### config.mk
export PLATFORM = sky130hd
export DESIGN_NAME = serial_addsub_ctrl
export DESIGN_NICKNAME = d
export VERILOG_FILES = /design/src/rtl/serial_addsub_ctrl_pkg.sv /design/src/rtl/serial_addsub_ctrl_full_adder.sv /design/src/rtl/serial_addsub_ctrl.sv
export SDC_FILE = /design/constraint.sdc
export NUM_CORES = 1
export LEC_CHECK = 0
export CELL_PAD_IN_SITES_DETAIL_PLACEMENT = 1
export CELL_PAD_IN_SITES_GLOBAL_PLACEMENT = 1
export CORE_UTILIZATION = 43
export CTS_CLUSTER_SIZE = 14
export DETAILED_ROUTE_END_ITERATION = 12
export PLACE_DENSITY = 0.88
export SLEW_MARGIN = 25
export SYNTH_ARGS = -nofsm -noshare
export SYNTH_HDL_FRONTEND = slang
export SYNTH_SLANG_ARGS = --single-unit
export TNS_END_PERCENT = 20
### constraint.sdc
create_clock -name clk -period 2.65 [get_ports clk]
set_input_delay 0.3975 -clock clk [delete_from_list [all_inputs] [get_ports clk]]
set_output_delay 0.3975 -clock clk [all_outputs]
set_load 0.01 [all_outputs]
### src/rtl/serial_addsub_ctrl_pkg.sv
// Shared types and op codes for the bit-serial add/subtract controller.
package serial_addsub_pkg;

    typedef enum logic [1:0] {
        IDLE = 2'd0,
        LOAD = 2'd1,
        RUN  = 2'd2,
        DONE = 2'd3
    } state_t;

    localparam logic [1:0] OP_ADD  = 2'b00;
    localparam logic [1:0] OP_SUB  = 2'b01;
    localparam logic [1:0] OP_NEG  = 2'b10;
    localparam logic [1:0] OP_PASS = 2'b11;

endpackage

### src/rtl/serial_addsub_ctrl_full_adder.sv
// One-bit full adder; the only arithmetic element of the serial datapath.
module full_adder (
    input  logic fA,
    input  logic fB,
    input  logic cIn,
    output logic fY,
    output logic cOut
);

    // Sum and carry of a single bit position.
    assign fY   = fA ^ fB ^ cIn;
    assign cOut = (fA & fB) | (cIn & (fA ^ fB));

endmodule

### src/rtl/serial_addsub_ctrl.sv
// Bit-serial ADD/SUB/NEG/PASS unit: one result bit per clock, LSB first,
// through a single shared full adder.
module serial_addsub_ctrl
    import serial_addsub_pkg::*;
#(
    parameter int unsigned WIDTH = 4
) (
    input  logic             clk,
    input  logic             rst_n,
    input  logic             start,
    input  logic [1:0]       op,
    input  logic [WIDTH-1:0] a,
    input  logic [WIDTH-1:0] b,
    output logic             busy,
    output logic             done,
    output logic [WIDTH-1:0] result,
    output logic             carry,
    output logic             ovf
);

    localparam int unsigned          CNT_W    = $clog2(WIDTH);
    localparam logic [CNT_W-1:0]     CNT_LAST = CNT_W'(WIDTH - 1);

    state_t             r_state;
    state_t             w_next;
    logic [1:0]         r_op;
    logic [WIDTH-1:0]   r_a;
    logic [WIDTH-1:0]   r_b;
    logic [WIDTH-1:0]   r_x;
    logic [WIDTH-1:0]   r_y;
    logic               r_c;
    logic [CNT_W-1:0]   r_cnt;
    logic               r_busy;
    logic               r_done;
    logic [WIDTH-1:0]   r_result;
    logic               r_carry;
    logic               r_ovf;

    logic               w_fa;
    logic               w_fb;
    logic               w_fy;
    logic               w_cout;

    // Current bit slice presented to the shared adder.
    assign w_fa = r_x[r_cnt];
    assign w_fb = r_y[r_cnt];

    full_adder u_fa (
        .fA   (w_fa),
        .fB   (w_fb),
        .cIn  (r_c),
        .fY   (w_fy),
        .cOut (w_cout)
    );

    // Next-state decode.
    always_comb begin
        w_next = r_state;
        case (r_state)
            IDLE:    if (start) w_next = LOAD;
            LOAD:    w_next = RUN;
            RUN:     if (r_cnt == CNT_LAST) w_next = DONE;
            DONE:    w_next = IDLE;
            default: w_next = IDLE;
        endcase
    end

    // State register, operand capture, serial datapath and registered outputs.
    always_ff @(posedge clk or negedge rst_n) begin
        if (!rst_n) begin
            r_state  <= IDLE;
            r_op     <= OP_ADD;
            r_a      <= '0;
            r_b      <= '0;
            r_x      <= '0;
            r_y      <= '0;
            r_c      <= 1'b0;
            r_cnt    <= '0;
            r_busy   <= 1'b0;
            r_done   <= 1'b0;
            r_result <= '0;
            r_carry  <= 1'b0;
            r_ovf    <= 1'b0;
        end else begin
            r_state <= w_next;
            r_busy  <= (w_next == LOAD) || (w_next == RUN);
            r_done  <= (w_next == DONE);
            case (r_state)
                IDLE: begin
                    if (start) begin
                        r_op <= op;
                        r_a  <= a;
                        r_b  <= b;
                    end
                end
                LOAD: begin
                    r_cnt <= '0;
                    // Subtraction and negation are done as X + ~Y + 1.
                    case (r_op)
                        OP_ADD: begin
                            r_x <= r_a;
                            r_y <= r_b;
                            r_c <= 1'b0;
                        end
                        OP_SUB: begin
                            r_x <= r_a;
                            r_y <= ~r_b;
                            r_c <= 1'b1;
                        end
                        OP_NEG: begin
                            r_x <= ~r_a;
                            r_y <= '0;
                            r_c <= 1'b1;
                        end
                        default: begin
                            r_x <= r_a;
                            r_y <= '0;
                            r_c <= 1'b0;
                        end
                    endcase
                end
                RUN: begin
                    r_result[r_cnt] <= w_fy;
                    r_c             <= w_cout;
                    if (r_cnt == CNT_LAST) begin
                        r_cnt   <= '0;
                        r_carry <= w_cout;
                        r_ovf   <= r_c ^ w_cout;
                    end else begin
                        r_cnt <= r_cnt + CNT_W'(1);
                    end
                end
                default: ;
            endcase
        end
    end

    assign busy   = r_busy;
    assign done   = r_done;
    assign result = r_result;
    assign carry  = r_carry;
    assign ovf    = r_ovf;

endmodule

==> flow_summary.toml <==
[synth]
syn_inst = 112
synth-seq-cells = 31
netlist_area_sq_um = 1460
synth_nets = 138
yosysWarnings = 0
synth.avg_cell_area_sq_um = 13.1
yosysUniqueCellTypes = 19
synth-seq-area-share = 0.530

[clock_network]
clock-sinks = 31
clock_latency_ns = 0.35
path_clk_slew_ns = 0.11
cts_buffers = 5
cts_setup_buffers = 0
post_cts_resized = 0
clockBufferDepth = 2
cts_max_level = 2
hold_buffers = 0
cts_tree = "yes"
clk_root_buffer_cell = "clkbuf_4"

[worst_setup_path]
setup.worst_path.end = "ovf"
end_kind = "flip-flop"
arrival_ns = 2.34
crit_required_ns = 2.89
cp_max_fo = 6
critPathLaunch = "r_cnt[0]"
rrSetupSlack_ns = 0.55
critPathKind = "flip-flop to flip-flop"
startpoint_type = "flip-flop"
timing.rr.start = "r_cnt[0]"
reg2reg_depth = 4
reg2reg_to = "ovf"

[timing]
fin_crit_sh = 0.793
finalSetupTns_ns = 0
finClkSkew_ns = 0.0144
clock.fmax_ghz = 0.476
rsz0062_at_grt = "false"
hold_viol = 0
relSlewSlack = 0.675
final-setup-viol-count = 0
hold_slack_ns = 0.427
worst_pin_slew_ns = 0.488
slew_violations = 0
min_period_ns = 2.10

[pwr]
peakVddDrop_uv = 530
switching_share = 0.353
leakage_uw = 0.000794
power_density_nw_per_um2 = 1240
p_seq_frac = 0.387
p_switching_uw = 783
p_int_uw = 1430
pwr-share-comb = 0.444
clock_power_share = 0.169

[cells_and_area]
area_growth_pct = 22.0
final_cell_mix = "dfrtp_1 (31), clkdlybuf4s50_1 (20), mux2_2 (16)"
final_layout_size_suffix_gt1_frac = 0.190
fillers = 324
n_antenna_cell = 0
final_nets = 162
layout_commonest_cell = "dfrtp_1"

[floorplan]
die-area_sq_um = 3640
rows = 20
fp.dieH_microns = 60.3
initial_core_util = 0.468
core_sq_um = 3130
ios = 21
die_x_microns = 60.3

[grt]
grt_max_degree = 32
grt_overflow_total = 0
track_usage = 0.175
antenna_found_initial = 0
grt_pass1_wl_microns = 4350
grt_pass1_vias = 949

[worst_hold_path]
hold_path_class = "primary input to async pin"

[detailed_routing]
viasPerCell = 4.93
drtAntennaViolNets = 0
dr.pass1.iters = 3
avgRoutedWirePerCell_microns = 14.2
drt_iter0_drc = 12
vias = 892
wl_microns = 2580
drc = 0

[run]
cap_violations = 0

[place]
gp_congestion = 0.706
dp_hpwl_microns = 2000
io_buffers = 20

[status]
status = "finished clean"
==> layer usage <==
layer | GRT usage | wire (microns) | up-vias
met5 | 0 | 0 | -
met4 | 0.110 | 74 | 0
met3 | 0.0519 | 109 | 8
met2 | 0.305 | 1350 | 21
met1 | 0.183 | 1050 | 436
li1 | - | - | 427
==> worst max-delay path: stages, from the launching register on <==
cell and delay (ns):
dfrtp_1 0.47, mux4_1 0.61, fa_1 0.46, xor2_1 0.18, mux2_2 0.27
==> cell usage after synthesis <==
master | instances | area (sq um)
mux2_2 | 16 | 180
clkbuf_2 | 1 | 5.00
buf_2 | 2 | 10.0
dfrtp_1 | 31 | 776
nand2_1 | 4 | 15.0
a21oi_1 | 10 | 50.1
mux4_1 | 2 | 52.6
nand4bb_1 | 1 | 11.3
nand3_1 | 1 | 5.00
ha_1 | 12 | 150
mux2i_1 | 6 | 60.1
xnor2_1 | 4 | 35.0
buf_4 | 1 | 7.51
nand2_2 | 1 | 6.26
nor2_1 | 10 | 37.5
fa_1 | 1 | 20.0
inv_1 | 6 | 22.5
o21ai_0 | 2 | 10.0
xor2_1 | 1 | 8.76
==> cell type report <==
type,instances,area [sq um],share of cell area
sequential,31,776,0.435
multi-input combinational,71,642,0.360
timing repair buffer,21,208,0.116
tap,44,55.1,0.0309
clock inverter,3,43.8,0.0245
clock buffer,5,37.5,0.0210
inverter,6,22.5,0.0126
==> worst min path at each step <==
stage / from / endpoint / slack [ns] / cells after the start
2_1_floorplan: rst_n / busy / 0.10 / 0
5_1_grt: rst_n / r_y[0] / 0.46 / 2
3_5_place_dp: result[1] / result[1] / 0.50 / 1
4_1_cts: rst_n / r_y[0] / 0.43 / 2
3_3_place_gp: result[0] / result[0] / 0.49 / 1
6_report: rst_n / r_op[1] / 0.43 / 2
==> flip-flops by register name (all words and copies together), names as in the netlist <==
signal and flops:
r_op 2, done 1, carry 1, r_a 4, result 4, r_c 1
ovf 1, r_state 2, busy 1, r_y 4, r_x 4, r_b 4
r_cnt 2
==> power by group through the flow <==
stage               sequential (uW)  combinational (uW)  clock, uW
floorplan                       853                 685          0
global placement                853                 928          0
detailed placement              871                 999          0
CTS                             861                1000        381
global route                    888                1100        399
finish                          856                 984        375
==> cells by family (layout without fill, tap and decap cells) <==
| family | count (synthesis) | after routing | share of synthesized area |
|---|---|---|---|
| muxes | 24 | 24 | 0.200 |
| and+or+nand+nor | 17 | 17 | 0.0513 |
| xor gates and xnor gates | 5 | 5 | 0.0299 |
| buffers and inverters | 10 | 35 | 0.0308 |
| AOI/OAI and AO/OA | 12 | 12 | 0.0411 |
| DFF | 31 | 31 | 0.530 |
| adders and majority gates | 13 | 13 | 0.116 |
==> through the flow <==
| stage | setup WS, ns | utilization | total power (uW) | area (sq um) | std cells |
|---|---|---|---|---|---|
| global route | 0.478 | 0.570 | 2380 | 1780 | 181 |
| CTS | 0.537 | 0.570 | 2250 | 1780 | 181 |
| global placement | 0.631 | 0.544 | 1780 | 1700 | 173 |
| finish | 0.549 | 0.570 | 2220 | 1780 | 181 |
| detailed placement | 0.554 | 0.544 | 1870 | 1700 | 173 |
| floorplan | 0.670 | - | 1540 | 1460 | 112 |
Power figures use the tool's default switching activity.
